<file path="src/rtl/lsu_pkg.sv">
// Shared types and constants for the load/store unit: funct3 codes, FSM states,
// access sizes and byte-mask constants.
package lsu_pkg;

    localparam logic [2:0] F3_B  = 3'b000;
    localparam logic [2:0] F3_H  = 3'b001;
    localparam logic [2:0] F3_W  = 3'b010;
    localparam logic [2:0] F3_BU = 3'b100;
    localparam logic [2:0] F3_HU = 3'b101;

    localparam logic [3:0] BM_NONE = 4'b0000;
    localparam logic [3:0] BM_B    = 4'b0001;
    localparam logic [3:0] BM_H_LO = 4'b0011;
    localparam logic [3:0] BM_H_HI = 4'b1100;
    localparam logic [3:0] BM_W    = 4'b1111;

    typedef enum logic [1:0] {
        IDLE = 2'd0,
        REQ  = 2'd1,
        DONE = 2'd2
    } lsu_state_e;

    typedef enum logic [1:0] {
        SZ_B = 2'd0,
        SZ_H = 2'd1,
        SZ_W = 2'd2
    } lsu_size_e;

    // Undefined funct3 encodings fall through to word accesses.
    function automatic lsu_size_e f3_size(input logic [2:0] f3);
        case (f3)
            F3_B, F3_BU: f3_size = SZ_B;
            F3_H, F3_HU: f3_size = SZ_H;
            default:     f3_size = SZ_W;
        endcase
    endfunction

    function automatic logic misaligned(input logic [2:0] f3, input logic [1:0] lo);
        case (f3_size(f3))
            SZ_B:    misaligned = 1'b0;
            SZ_H:    misaligned = lo[0];
            default: misaligned = |lo;
        endcase
    endfunction

endpackage

</file>
<file path="src/rtl/lsu_if.sv">
// Data-memory bus between the load/store unit (master) and memory (slave).
// Handshake: mem_req stays high until the slave answers with a one-cycle mem_ack.
interface lsu_if #(parameter int ADDR_W = 32) ();
    logic              mem_req;
    logic              mem_we;
    logic [ADDR_W-1:0] mem_addr;
    logic [31:0]       mem_wdata;
    logic [3:0]        mem_bmask;
    logic              mem_ack;
    logic [31:0]       mem_rdata;

    modport master (
        output mem_req, mem_we, mem_addr, mem_wdata, mem_bmask,
        input  mem_ack, mem_rdata
    );

    modport slave (
        input  mem_req, mem_we, mem_addr, mem_wdata, mem_bmask,
        output mem_ack, mem_rdata
    );
endinterface

</file>
<file path="src/rtl/lsu_ld_align.sv">
// Selects the addressed byte/halfword lane of a read word and sign- or
// zero-extends it according to funct3.
module lsu_ld_align
    import lsu_pkg::*;
(
    input  logic [31:0] i_rdata,
    input  logic [1:0]  i_addr_lo,
    input  logic [2:0]  i_funct3,
    output logic [31:0] o_result
);
    logic [31:0] shifted;
    logic [7:0]  byte_v;
    logic [15:0] half_v;

    always_comb begin
        shifted = i_rdata >> {i_addr_lo, 3'b000};
        byte_v  = shifted[7:0];
        half_v  = i_addr_lo[1] ? i_rdata[31:16] : i_rdata[15:0];
        case (i_funct3)
            F3_B:    o_result = {{24{byte_v[7]}}, byte_v};
            F3_BU:   o_result = {24'h0, byte_v};
            F3_H:    o_result = {{16{half_v[15]}}, half_v};
            F3_HU:   o_result = {16'h0, half_v};
            default: o_result = i_rdata;
        endcase
    end
endmodule

</file>
<file path="src/rtl/lsu_ctrl.sv">
// Load/store unit: launches one memory request per instruction, stalls the core
// until the ack (or timeout), aligns load data and builds store byte masks.
module lsu_ctrl
    import lsu_pkg::*;
#(
    parameter int TIMEOUT = 16,
    parameter int ADDR_W  = 32
) (
    input  logic              i_clk,
    input  logic              i_reset,
    input  logic              i_lsu_en,
    input  logic              i_lsu_wren,
    input  logic [2:0]        i_funct3,
    input  logic [ADDR_W-1:0] i_lsu_addr,
    input  logic [31:0]       i_st_data,
    output logic [31:0]       o_ld_data,
    output logic              o_stall,
    output logic              o_misalign,
    output logic              o_bus_err,
    output lsu_state_e        o_state,
    lsu_if.master             mem
);
    localparam int CNT_W = (TIMEOUT > 2) ? $clog2(TIMEOUT) : 1;
    localparam logic [CNT_W-1:0] CNT_LAST = CNT_W'(TIMEOUT - 1);

    lsu_state_e        state_q, state_d;
    logic [CNT_W-1:0]  cnt_q, cnt_d;
    logic              req_q, req_d;
    logic              bus_err_q, bus_err_d;
    logic [31:0]       ld_data_q, ld_data_d;
    logic [ADDR_W-1:0] addr_q, addr_d;
    logic [1:0]        lo_q, lo_d;
    logic [2:0]        funct3_q, funct3_d;
    logic              we_q, we_d;
    logic [31:0]       wdata_q, wdata_d;
    logic [3:0]        bmask_q, bmask_d;
    logic [31:0]       align_data;
    logic              mis;

    lsu_ld_align u_align (
        .i_rdata   (mem.mem_rdata),
        .i_addr_lo (lo_q),
        .i_funct3  (funct3_q),
        .o_result  (align_data)
    );

    always_ff @(posedge i_clk) begin
        if (i_reset) begin
            state_q   <= IDLE;
            cnt_q     <= '0;
            req_q     <= 1'b0;
            bus_err_q <= 1'b0;
            ld_data_q <= '0;
            addr_q    <= '0;
            lo_q      <= '0;
            funct3_q  <= '0;
            we_q      <= 1'b0;
            wdata_q   <= '0;
            bmask_q   <= BM_NONE;
        end else begin
            state_q   <= state_d;
            cnt_q     <= cnt_d;
            req_q     <= req_d;
            bus_err_q <= bus_err_d;
            ld_data_q <= ld_data_d;
            addr_q    <= addr_d;
            lo_q      <= lo_d;
            funct3_q  <= funct3_d;
            we_q      <= we_d;
            wdata_q   <= wdata_d;
            bmask_q   <= bmask_d;
        end
    end

    always_comb begin
        state_d   = state_q;
        cnt_d     = cnt_q;
        bus_err_d = 1'b0;
        ld_data_d = ld_data_q;
        addr_d    = addr_q;
        lo_d      = lo_q;
        funct3_d  = funct3_q;
        we_d      = we_q;
        wdata_d   = wdata_q;
        bmask_d   = bmask_q;
        mis       = i_lsu_en && misaligned(i_funct3, i_lsu_addr[1:0]);

        case (state_q)
            IDLE: begin
                cnt_d = '0;
                if (i_lsu_en && !mis) begin
                    addr_d   = {i_lsu_addr[ADDR_W-1:2], 2'b00};
                    lo_d     = i_lsu_addr[1:0];
                    funct3_d = i_funct3;
                    we_d     = i_lsu_wren;
                    wdata_d  = '0;
                    bmask_d  = BM_NONE;
                    if (i_lsu_wren) begin
                        case (f3_size(i_funct3))
                            SZ_B: begin
                                wdata_d = {4{i_st_data[7:0]}};
                                bmask_d = BM_B << i_lsu_addr[1:0];
                            end
                            SZ_H: begin
                                wdata_d = {2{i_st_data[15:0]}};
                                bmask_d = i_lsu_addr[1] ? BM_H_HI : BM_H_LO;
                            end
                            default: begin
                                wdata_d = i_st_data;
                                bmask_d = BM_W;
                            end
                        endcase
                    end
                    state_d = REQ;
                end
            end
            REQ: begin
                if (mem.mem_ack) begin
                    if (!we_q) ld_data_d = align_data;
                    state_d = DONE;
                end else if (cnt_q == CNT_LAST) begin
                    // Abort: the error pulse lands in the DONE cycle.
                    ld_data_d = '0;
                    bus_err_d = 1'b1;
                    state_d   = DONE;
                end else begin
                    cnt_d = cnt_q + 1'b1;
                end
            end
            DONE:    state_d = IDLE;
            default: state_d = IDLE;
        endcase

        req_d = (state_d == REQ);
    end

    assign o_ld_data     = ld_data_q;
    assign o_bus_err     = bus_err_q;
    assign o_misalign    = mis;
    assign o_stall       = i_lsu_en && (state_q != DONE) && !mis;
    assign o_state       = state_q;
    assign mem.mem_req   = req_q;
    assign mem.mem_we    = we_q;
    assign mem.mem_addr  = addr_q;
    assign mem.mem_wdata = wdata_q;
    assign mem.mem_bmask = bmask_q;
endmodule

</file>
<file path="src/flat_wrapper.sv">
// flat-port wrapper written by rule: the top's interface ports become plain ports
module lsu_ctrl_flat import lsu_pkg::*;
#(
    parameter int TIMEOUT = 16,
    parameter int ADDR_W  = 32
)
  (i_clk, i_reset, i_lsu_en, i_lsu_wren, i_funct3, i_lsu_addr, i_st_data, o_ld_data, o_stall, o_misalign, o_bus_err, o_state, mem_mem_req, mem_mem_we, mem_mem_addr, mem_mem_wdata, mem_mem_bmask, mem_mem_ack, mem_mem_rdata);
  lsu_if #(.ADDR_W(ADDR_W)) mem_i ();
  input  logic i_clk;
  input  logic i_reset;
  input  logic i_lsu_en;
  input  logic i_lsu_wren;
  input  logic [2:0] i_funct3;
  input  logic [ADDR_W-1:0] i_lsu_addr;
  input  logic [31:0] i_st_data;
  output logic [31:0] o_ld_data;
  output logic o_stall;
  output logic o_misalign;
  output logic o_bus_err;
  output lsu_state_e o_state;
  output wire logic [$bits(mem_i.mem_req)-1:0] mem_mem_req;
  output wire logic [$bits(mem_i.mem_we)-1:0] mem_mem_we;
  output wire logic [$bits(mem_i.mem_addr)-1:0] mem_mem_addr;
  output wire logic [$bits(mem_i.mem_wdata)-1:0] mem_mem_wdata;
  output wire logic [$bits(mem_i.mem_bmask)-1:0] mem_mem_bmask;
  input wire logic [$bits(mem_i.mem_ack)-1:0] mem_mem_ack;
  input wire logic [$bits(mem_i.mem_rdata)-1:0] mem_mem_rdata;
  assign mem_mem_req = mem_i.mem_req;
  assign mem_mem_we = mem_i.mem_we;
  assign mem_mem_addr = mem_i.mem_addr;
  assign mem_mem_wdata = mem_i.mem_wdata;
  assign mem_mem_bmask = mem_i.mem_bmask;
  assign mem_i.mem_ack = mem_mem_ack;
  assign mem_i.mem_rdata = mem_mem_rdata;
  lsu_ctrl #(.TIMEOUT(TIMEOUT), .ADDR_W(ADDR_W)) u_core (.i_clk(i_clk), .i_reset(i_reset), .i_lsu_en(i_lsu_en), .i_lsu_wren(i_lsu_wren), .i_funct3(i_funct3), .i_lsu_addr(i_lsu_addr), .i_st_data(i_st_data), .o_ld_data(o_ld_data), .o_stall(o_stall), .o_misalign(o_misalign), .o_bus_err(o_bus_err), .o_state(o_state), .mem(mem_i));
endmodule
</file>
<file path="config.mk">
export PLATFORM = sky130hd
export DESIGN_NAME = lsu_ctrl_flat
export DESIGN_NICKNAME = d
export VERILOG_FILES = /design/src/rtl/lsu_pkg.sv /design/src/rtl/lsu_if.sv /design/src/rtl/lsu_ld_align.sv /design/src/rtl/lsu_ctrl.sv /design/src/flat_wrapper.sv
export SDC_FILE = /design/constraint.sdc
export NUM_CORES = 1
export LEC_CHECK = 0
export BUFFER_PORTS_ARGS = -buffer_cell sky130_fd_sc_hd__buf_2
export CAP_MARGIN = 30
export CORE_MARGIN = 2
export CORE_UTILIZATION = 30
export DETAILED_ROUTE_END_ITERATION = 8
export PLACE_DENSITY_LB_ADDON = 0.05
export SETUP_SLACK_MARGIN = 0.3
export SYNTH_ARGS = -nofsm -noshare
export SYNTH_HDL_FRONTEND = slang
export SYNTH_SLANG_ARGS = --single-unit
</file>
<file path="constraint.sdc">
create_clock -name i_clk -period 2.4 [get_ports i_clk]
set_clock_uncertainty 0.05 [all_clocks]
set_input_delay 0.24 -clock i_clk [delete_from_list [all_inputs] [get_ports i_clk]]
set_output_delay 0.24 -clock i_clk [all_outputs]
set_load 0.005 [all_outputs]
</file>
; After elaboration in Yosys (flattened, before gate mapping)
; Index checks and enable logic that the tools add are counted.
[op_classes]
n_addsub = 1
eq_ne = 15
shifts = 2
muxes = 23
bitwise_logic = 1
n_reduce_logical = 19
[op_table]
columns = operator, count
row1 = two-way mux 32 bit, 4
row2 = case mux 32 bit (4 select lines), 1
row3 = case mux 32 bit (2 select lines), 1
row4 = >> shifter 32 x 5 -> 8 bit, 1
row5 = two-way mux 16 bit, 1
row6 = two-way mux 4 bit, 4
row7 = case mux 4 bit (2 select lines), 2
row8 = == test 3 bit (second input constant), 4
row9 = two-way mux 2 bit, 6
row10 = == test 2 x 1 -> 1 bit (second input constant), 4
row11 = inequality test 2 bit (second input constant), 4
row12 = case mux 2 bit (2 select lines), 2
row13 = == test 3 x 1 -> 1 bit (second input constant), 2
row14 = zero test 2 bit, 3
row15 = zero test 3 bit, 2
row16 = AND reduction 3 bit, 2
row17 = OR reduction 2 bit, 3
row18 = adder 4 x 1 -> 4 bit (second input constant), 1
row19 = == test 4 bit (second input constant), 1
row20 = logical AND 1 bit, 4
row21 = nonzero test 2 bit, 2
row22 = << shifter 1 x 2 -> 4 bit (first input constant), 1
row23 = OR reduction 3 bit, 1
row24 = case mux 1 bit (2 select lines), 1
row25 = 4 further kinds, 4
[totals]
reg_bits = 112
inputBits = 104
out_inout_bits = 107
elab_cells = 72

; Longest topological paths before layout
[logic_depth]
ltp_word = 13
mapped_depth = 7
depth_no_buf = 5

; Modules after synthesis
; Synthesis repeated with hierarchy kept, for this count alone.
[unflattened]
cells_unflattened = 673
hier_area_um2 = 5736.8
[by_module_without_submodules]
columns = module, instances, cells_each, area_each_um2
row1 = lsu_ctrl, 1, 564, 5108.6
row2 = lsu_ld_align, 1, 109, 628.1

; Least setup slack after synthesis
; No wires, ideal clock.
[synth_timing]
kind = reg-to-reg
from = reg u_core.lo_q[0]
to = reg u_core.ld_data_q[21] (netlist: u_core.o_ld_data[21])
setup_time_ns = 0.117
t_arrival_ns = 1.423
required_ns = 2.233
setup_slack_ns = 0.810
path_stages_with_launch = 7
period_less_slack_ns = 1.590
path_cell_list = dfxtp_1 -> buf_6 -> mux2_4 -> a22oi_4 -> o22ai_4 -> buf_6 -> a22o_1
[synth_via]
elab_chain_len = 4
[synth_lines]
columns = element, line_no
row1 = from (decl), lsu_ctrl.sv:32  ; logic [1:0] lo_q, lo_d;
row2 = from (signal assigned), lsu_ctrl.sv:67  ; lo_q <= lo_d;
row3 = >> shifter 32 x 5 -> 8 bit, lsu_ld_align.sv:16  ; shifted = i_rdata >> {i_addr_lo, 3'b000};
row4 = case mux 32 bit (4 select lines), lsu_ld_align.sv:19  ; case (i_funct3)
row5 = two-way mux 32 bit, lsu_ctrl.sv:119  ; if (!we_q) ld_data_d = align_data;
row6 = two-way mux 32 bit, lsu_ctrl.sv:118  ; if (mem.mem_ack) begin
row7 = to (signal assigned), lsu_ctrl.sv:65  ; ld_data_q <= ld_data_d;
row8 = to (decl), lsu_ctrl.sv:30  ; logic [31:0] ld_data_q, ld_data_d;
; Every way passes these cells. The select of a mux whose other input is x is not followed.
; A chain may end at the register's enable or synchronous reset.

; Worst setup path after layout
[layout_timing]
from = reg u_core.lo_q[0]
to = reg u_core.ld_data_q[31] (netlist: u_core.o_ld_data[31])
; The elaborated chain is that of the path after synthesis.

==> metrics <==
crit path buf inv count=0; Max IR drop VDD=0.000430 V; TritonCTS Buffers=9; cell depth of the worst hold path=3; register area share after synthesis=44.6%; clk buf depth=2; Clk pin slew, worst setup/hold paths=0.08 ns; largest net degree at the start of global routing=45; Max-Slew Margin vs Limit=between 50% and 60%; post-route minimum period=between 1.5 and 2 ns; post-CTS setup repair buffer count=0; XOR/XNOR Fraction of Synth Area=0%; CTS resizes=0; die area=17800 µm²; clock insertion delay at the later pin of the skew report=roughly 0.35 ns; Die Wd=about 130 µm; Fmax=approximately 540 MHz; crit path to=u_core.o_ld_data[31]; # DRC=0; CTS tree=built; Startpoint Class=flip-flop; class of the worst hold path=in -> reg; Tcrit/Tclk final=between 70% and 80%; Simple-Gate Fraction of Synth Area=18.3%; crit path kind=reg -> reg; combinational family with the most area after synthesis=compound AO/OA/AOI/OAI gates; initial antenna violation count=0; post-synthesis compound-gate area fraction=23.0%; family with the most delay on the worst path=compound AO/OA/AOI/OAI gates; Pwr Density=659 nW/µm²; reg2reg end=u_core.o_ld_data[31]; GRT Overall Usage=between 10% and 20%; vias in the first global route=about 4700; Fin. Hold Viols=0; Post-Synth Adder-Cell Area=0.249%; CTS Hold Bufs=0; EDFF count, synth=0; setup ws final=0.540 ns; layout cells sized above 1=34.7%; via count=4836; dpl ws=between 0.5 and 0.6 ns; async set-or-reset flop fraction in the synthesized netlist=0%; port buffer count=208; # IOs=211; Worst-Margin Slew=0.740 ns; core area=16500 µm²; post-route ant nets=0; synthesized area per cell=8.71 µm²; CP Capture Type=flip-flop; drt total wl=15400 µm; Synth Instances=slightly below 600; top_reg_cell synth=dfxtp_1; dpl hpwl=11400 µm; maxcap violations=0; final setup TNS=0 ns; Pins Over Slew Limit=0; aggregate global routing overflow=0; Reg2Reg Setup Slack=0.54 ns; Required @ worst endpoint=about 2.6 ns; vias per cell=around 5; RSZ-0062 raised after global routing=false; # rows=47; root buffer cell=clkbuf_16; mux cell area share after synthesis=7.47%; Placer Congestion=roughly 0.8; Initial Utilization=30.5%; Area growth, synth to finish=30.4%; global-route wire length before repair=24000 µm; WP data arrival=2.06 ns; initial DRC count=174; clock sink count=112; stages on the worst setup path=4; reg2reg path depth=4; final setup vio count=0; Crit. Startpoint=u_core.lo_q[0]; crit-path cells=mux2_2 -> a22oi_4 -> o22ai_4 -> a22o_1; final net count=866; status=finished, final reports clean; H-Tree Depth=3; count of different cell masters after synthesis=61; Synth warnings=0; worst r2r src=u_core.lo_q[0]; most frequent cells in the layout=buf_2, dfxtp_1, nand2_1; LEAKAGE=2.92 nW; synthesized flop and latch total=112; most common cell after layout, fill and taps aside=buf_2; WL/cell=15.6 µm; Max Fanout on Critical Path=16; DR pass1 iterations=4; mapped cell area=slightly above 5000 µm²; CP peak stage delay=0.52 ns; Die H=between 100 and 150 µm; CP max-delay cell=dfxtp_1
-- cells in the mapped netlist (2+ instances only) --
master / number / area share [%]
mux2i_1: 18 / 3.6
nor2_1: 26 / 1.9
nand3b_1: 5 / 0.75
buf_1: 3 / 0.22
nand3_1: 13 / 1.3
a22o_1: 30 / 5.2
mux2_2: 9 / 2.0
nor3_1: 5 / 0.50
o21ai_1: 21 / 2.1
o22ai_1: 7 / 0.87
o21ai_0: 5 / 0.50
buf_2: 18 / 1.8
buf_6: 5 / 1.1
nand4_1: 4 / 0.50
o21ba_2: 2 / 0.40
or2_2: 2 / 0.25
mux4_2: 3 / 1.3
o211ai_1: 4 / 0.60
nor2b_1: 2 / 0.25
inv_1: 16 / 1.2
buf_4: 4 / 0.60
dfxtp_1: 112 / 45
o2bb2ai_1: 7 / 1.2
clkbuf_1: 19 / 1.4
a221o_1: 3 / 0.60
nor3b_1: 2 / 0.30
nand2_1: 104 / 7.8
o32ai_1: 4 / 0.70
a21oi_1: 68 / 6.8
nand2b_1: 23 / 2.9
a32o_1: 3 / 0.60
-- worst min-delay path: stages --
cell and delay (ns):
buf_2 0.09, nand2_1 0.04, a21oi_1 0.05
-- sequential cells by signal (all words and copies together), names as in the netlist, 2 cells and up --
signal	count
u_core.mem.mem_wdata	32
u_core.lo_q	2
u_core.funct3_q	3
u_core.o_ld_data	32
u_core.o_state	2
u_core.cnt_q	4
u_core.mem.mem_addr	30
u_core.mem.mem_bmask	4
-- cells by family after synthesis --
| kind of cell | count (synthesis) |
|---|---|
| and+or+nand+nor | 197 |
| AOI/OAI and AO/OA | 169 |
| DFF | 112 |
| buffers and inverters | 65 |
| muxes | 32 |
| adders and majority gates | 1 |
| other | 1 |
-- worst min-delay path by stage --
stage | start | slack, ns | to
floorplan | i_st_data[0] | 0.32 | u_core.mem.mem_wdata[0]
global placement | u_core.mem.mem_wdata[17] | 0.38 | u_core.mem.mem_wdata[17]
detailed placement | u_core.mem.mem_wdata[30] | 0.39 | u_core.mem.mem_wdata[30]
CTS | i_lsu_addr[7] | 0.06 | u_core.mem.mem_addr[7]
global route | i_lsu_addr[14] | 0.07 | u_core.mem.mem_addr[14]
finish | i_lsu_addr[15] | 0.07 | u_core.mem.mem_addr[15]
-- area by class of cell --
class,instances,area (µm²)
repair buffers,221,1150
clock buffers,11,243
fillers,1729,9910
well taps,220,275
inverters,16,60.1
flip-flops and latches,112,2240
multi-input cells,401,2480
clock inverters,5,104
diodes,1,2.50
-- metrics by stage --
stage / std cells / util [%] / area [µm²] / hold slack (ns) / total power [mW]
2_1_floorplan: 578 / - / 5030 / 0.315 / 2.35
3_3_place_gp: 970 / 37.7 / 6200 / 0.383 / 2.60
3_5_place_dp: 970 / 37.7 / 6200 / 0.386 / 2.61
4_1_cts: 986 / 39.8 / 6550 / 0.0561 / 4.39
5_1_grt: 986 / 39.8 / 6550 / 0.0707 / 4.52
6_report: 987 / 39.8 / 6550 / 0.0737 / 4.32
-- per-layer routing --
| metal | track usage [%] | part of all wire [%] | routed length, µm |
|---|---|---|---|
| met1 | 21.0 | 43 | 6660 |
| met2 | 27.5 | 47 | 7300 |
| met3 | 4.53 | 7.0 | 1090 |
| met4 | 7.15 | 2.4 | 376 |
| met5 | 0 | 0 | 0 |
-- power breakdown --
group	leakage, nW	total [mW]	internal, mW	switching [mW]
sequential	0.910	1.98	1.93	0.0502
combinational	1.84	0.580	0.259	0.321
clock	0.170	1.76	1.05	0.707
Power figures use the tool's default switching activity.
